[src/rtl/csr_enc_deadlock_report_ctrl.sv]
// csr_enc deadlock report scheduler: round-robin scan, confirm, report, sticky hold.
// Optional CSR_ENC_DEADLOCK_TS_EN adds a free-running timestamp captured on confirm.
module csr_enc_deadlock_report_ctrl #(
  parameter int NUM_MON = 4,
  parameter int CNT_W   = 16,
  parameter int THRESH  = 1000,
`ifdef CSR_ENC_DEADLOCK_TS_EN
  parameter int TS_W    = 32,
`endif
  localparam int IDX_W  = $clog2(NUM_MON)
) (
  input  logic               clock,
  input  logic               reset,
  input  logic               enable,
  input  logic [NUM_MON-1:0] mon_block,
  input  logic               clear,
  output logic               report_valid,
  input  logic               report_ready,
  output logic [IDX_W-1:0]   report_idx,
  output logic [NUM_MON-1:0] report_snap,
  output logic               deadlock,
`ifdef CSR_ENC_DEADLOCK_TS_EN
  output logic [TS_W-1:0]    report_ts,
`endif
  output logic [IDX_W-1:0]   scan_ptr
);

  typedef enum logic [2:0] {
    S_IDLE,
    S_SCAN,
    S_CONFIRM,
    S_REPORT,
    S_HOLD
  } state_t;

  state_t             state, state_d;
  logic [IDX_W-1:0]   ptr, ptr_d;
  logic [IDX_W-1:0]   idx, idx_d;
  logic [CNT_W-1:0]   cnt, cnt_d;
  logic [IDX_W-1:0]   ridx_d;
  logic [NUM_MON-1:0] snap_d;
  logic               cap;

  function automatic logic [IDX_W-1:0] wrap_inc(input logic [IDX_W-1:0] i);
    return (i == IDX_W'(NUM_MON-1)) ? '0 : i + IDX_W'(1);
  endfunction

  always_comb begin
    state_d = state;
    ptr_d   = ptr;
    idx_d   = idx;
    cnt_d   = cnt;
    ridx_d  = report_idx;
    snap_d  = report_snap;
    cap     = 1'b0;
    unique case (state)
      S_IDLE: begin
        if (enable) state_d = S_SCAN;
      end
      S_SCAN: begin
        if (!enable) begin
          state_d = S_IDLE;
          cnt_d   = '0;
        end else if (mon_block[ptr]) begin
          idx_d   = ptr;
          cnt_d   = CNT_W'(1);
          state_d = S_CONFIRM;
        end else begin
          ptr_d = wrap_inc(ptr);
        end
      end
      S_CONFIRM: begin
        if (!enable) begin
          state_d = S_IDLE;
          cnt_d   = '0;
        end else if (mon_block[idx]) begin
          if (cnt == CNT_W'(THRESH-1)) begin
            ridx_d  = idx;
            snap_d  = mon_block;
            cap     = 1'b1;
            cnt_d   = '0;
            state_d = S_REPORT;
          end else begin
            cnt_d = cnt + CNT_W'(1);
          end
        end else begin
          // resume after the dropped candidate so it cannot starve others
          cnt_d   = '0;
          ptr_d   = wrap_inc(idx);
          state_d = S_SCAN;
        end
      end
      S_REPORT: begin
        if (report_ready) state_d = S_HOLD;
      end
      S_HOLD: begin
        if (clear) begin
          ptr_d   = wrap_inc(idx);
          state_d = S_IDLE;
        end
      end
      default: state_d = S_IDLE;
    endcase
  end

  always_ff @(posedge clock or negedge reset) begin
    if (!reset) begin
      state       <= S_IDLE;
      ptr         <= '0;
      idx         <= '0;
      cnt         <= '0;
      report_idx  <= '0;
      report_snap <= '0;
    end else begin
      state       <= state_d;
      ptr         <= ptr_d;
      idx         <= idx_d;
      cnt         <= cnt_d;
      report_idx  <= ridx_d;
      report_snap <= snap_d;
    end
  end

`ifdef CSR_ENC_DEADLOCK_TS_EN
  logic [TS_W-1:0] ts_q;

  always_ff @(posedge clock or negedge reset) begin
    if (!reset) begin
      ts_q      <= '0;
      report_ts <= '0;
    end else begin
      ts_q <= ts_q + TS_W'(1);
      if (cap) report_ts <= ts_q;
    end
  end
`else
  logic unused_cap;
  assign unused_cap = cap;
`endif

  assign report_valid = (state == S_REPORT);
  assign deadlock     = (state == S_HOLD);
  assign scan_ptr     = ptr;

endmodule

[config.mk]
export PLATFORM = sky130hd
export DESIGN_NAME = csr_enc_deadlock_report_ctrl
export DESIGN_NICKNAME = d
export VERILOG_FILES = /design/src/rtl/csr_enc_deadlock_report_ctrl.sv
export SDC_FILE = /design/constraint.sdc
export NUM_CORES = 1
export LEC_CHECK = 0
export CELL_PAD_IN_SITES_DETAIL_PLACEMENT = 1
export CELL_PAD_IN_SITES_GLOBAL_PLACEMENT = 2
export CORE_MARGIN = 2
export CORE_UTILIZATION = 39
export DETAILED_ROUTE_END_ITERATION = 6
export PLACE_DENSITY = 0.91
export SLEW_MARGIN = 40
export SYNTH_ARGS = -nofsm -noshare
export SYNTH_HDL_FRONTEND = slang
export SYNTH_SLANG_ARGS = --single-unit
[constraint.sdc]
create_clock -name clock -period 5.3 [get_ports clock]
set_clock_uncertainty 0.05 [all_clocks]
set_input_delay 0.795 -clock clock [delete_from_list [all_inputs] [get_ports clock]]
set_output_delay 0.795 -clock clock [all_outputs]
set_load 0.03 [all_outputs]
==> flow_summary.toml <==
[power_and_ir_drop]
p_per_area_nw_per_um2 = 374
p_leak_uw = 0.000855
seqPwrFrac_pct = 39.2
combPwrFrac_pct = 36.2
intPower_uw = 479
p_total_uw = 774
p_switching_uw = 295
peakVddDrop_mv = 0.243
p_clk_share_pct = 24.5
sw_frac_of_total_pct = 38.1

[drt]
drt_iter0_markers = 104
wl_per_cell_um = 19.3
drc_errors = 0
drt_first_pass_iters = 4
ant_nets = 0
routed_wl_um = 4640
vias_per_cell = 6.17
via_count = 1480

[timing]
fin_crit_ns = 2.64
tightest_slew_ns = 0.748
finalHoldViolCount = 0
slew_headroom_pct = 49.7
tns_ns = 0
timing.final.crit_share_pct = 49.8
setup_viol = 0
drv_slew = 0
fin_ws_ns = 2.66
clock.fmax_ghz = 0.379
rsz0062_at_grt = "false"

[clock_network]
clock-sinks = 29
htree_levels = 2
cts_resized = 0
clk-insertion-delay-late_ns = 0.28
cts_made_buffers = 5
cts_setup_buffers = 0
clock-root-buffer = "clkbuf_8"
postCtsHoldBufs = 0
cts_max_path_buffers = 2
cts.clk_slew.worst_paths_ns = 0.07
tritoncts = "yes"

[worst_setup_path]
worstSetupStartpointType = "flop"
crit_type = "reg -> out"
crit_path_end_kind = "output pin"
cp.arrival_ns = 1.79
worst-path-max-fanout = 8
slowest_stage = "clkdlybuf4s50_1"
crit_chain = "nor3b_1 > clkdlybuf4s50_1"
critPathMaxStageDelay_ns = 0.72
crit_required_ns = 4.45

[grt]
grt_antenna_before_repair = 0
grt_max_degree = 30
grt_pass1_wl_um = 8090
grt_pass1_vias = 1646
track_usage_pct = 20.4
overflow = 0

[synthesis]
yosysWarnings = 0
yosysMostFrequentCell = "dfrtp_1"
synthFlopType = "dfrtp_1"
async_flop_share_pct = 100
ys_seq_area_share_pct = 41.3
synth_top_area_cell = "dfrtp_1"
synth_edf_count = 0
synth_common_cells = "dfrtp_1, nand3_1, nand2_1"
netlist_instances = 168
yosysUniqueCellTypes = 51
synth_area_um2 = 1760
synth_nets = 180
synthDominantCellAreaShare_pct = 41.3
ys_ff_latch = 29
synth_area_leaders = "dfrtp_1, mux2_4, a221o_1"
synth_area_per_cell_um2 = 10.5

[finish]
nets = 200
drive_above_1_share_pct = 14.9
diodes = 0
final-instance-count-excl-fill = 240
nFillCells = 488
syn2layout_area_growth_pct = 17.8
final_util_pct = 47.5

[place]
place_hpwl_um = 3320
pre_cts_ws_ns = 2.53
gp_congestion = 0.835
io_buffers = 18
dpl.cell_count = 233

[die]
die-area_um2 = 5060
die_h_um = 71.1
io_pins = 19
start_util_pct = 40.3
die_width_um = 71.1
core_um2 = 4350
rows = 24

[outcome]
outcome = "completed"

[hold_path]
min_path_type = "reg -> reg"

[flow_run]
drv_cap = 0
-- critical path, delay by kind of cell (launching register included) --
family | cells | cell delay [ns]
buf+inv | 1 | 0.72
flops | 1 | 0.48
simple gates | 1 | 0.31
-- cells in the final DEF (no fill, tap or decap), types with 3 or more instances in the layout --
master,n
o21ai_0,6
nor3_1,8
mux2_4,6
clkbuf_8,6
a21oi_1,5
or3_1,3
dfrtp_1,29
nand2_1,11
ha_1,3
clkdlybuf4s50_1,18
mux2_2,5
nor4_1,4
nor3b_1,3
inv_1,8
a221o_1,6
or4_1,4
and3_1,3
nor2_1,5
nand3_1,12
-- power by group through the flow --
stage                     registers [uW]  clock network [uW]  logic [uW]
after floorplan                      298                   0         203
after global placement               304                   0         267
after detailed placement             308                   0         280
after CTS                            305                 197         283
after global routing                 309                 207         314
final                                304                 190         280
-- per-layer routing --
metal	vias up	routed length [um]	global-route usage, %
met5	-	0	0
met4	0	67	8.60
met3	8	169	3.70
met2	38	2450	34.7
met1	741	1950	25.6
li1	693	-	-
-- per-stage QoR --
stage	hold WS [ns]	cell area (um^2)
finish	0.471	2070
global route	0.493	2070
CTS	0.475	2070
detailed placement	0.448	1980
global placement	0.449	1980
floorplan	0.446	1760
-- path summary, 6_finish.rpt --
check	slack, ns	endpoint	cells past startpoint	startpoint
worst max-delay path	2.66	deadlock	2	state[1]
worst min-delay path	0.47	report_snap[1]	1	report_snap[1]
worst max register to register	2.90	cnt[12]	4	cnt[12]
worst min register to register	0.47	report_snap[1]	1	report_snap[1]
max in group asynchronous	4.08	cnt[15]	2	reset
min in group asynchronous	0.84	cnt[12]	2	reset
-- flip-flops by register name, indices dropped and copies added (netlist names) --
signal,flops
cnt,16
idx,2
report_idx,2
report_snap,4
scan_ptr,2
state,3
-- cell type report --
class	count	area [um^2]	area share (%)
clock buffers	6	82.6	3.99
clock inverters	1	7.51	0.363
inverters	8	30.0	1.45
multi-input cells	125	971	46.9
flip-flops and latches	29	726	35.1
well taps	52	65.1	3.14
repair buffers	19	188	9.07
-- logic make-up (layout without fill, tap and decap cells) --
kind of cell / Yosys count / count (layout) / synth area share, %
fa+ha+maj: 3 / 3 / 2.14
buf+inv: 14 / 34 / 3.42
flops: 29 / 29 / 41.3
mux: 14 / 14 / 11.5
xor+xnor: 1 / 1 / 0.499
simple gates: 71 / 71 / 25.5
compound gates: 36 / 36 / 15.7
Power figures use the tool's default switching activity.
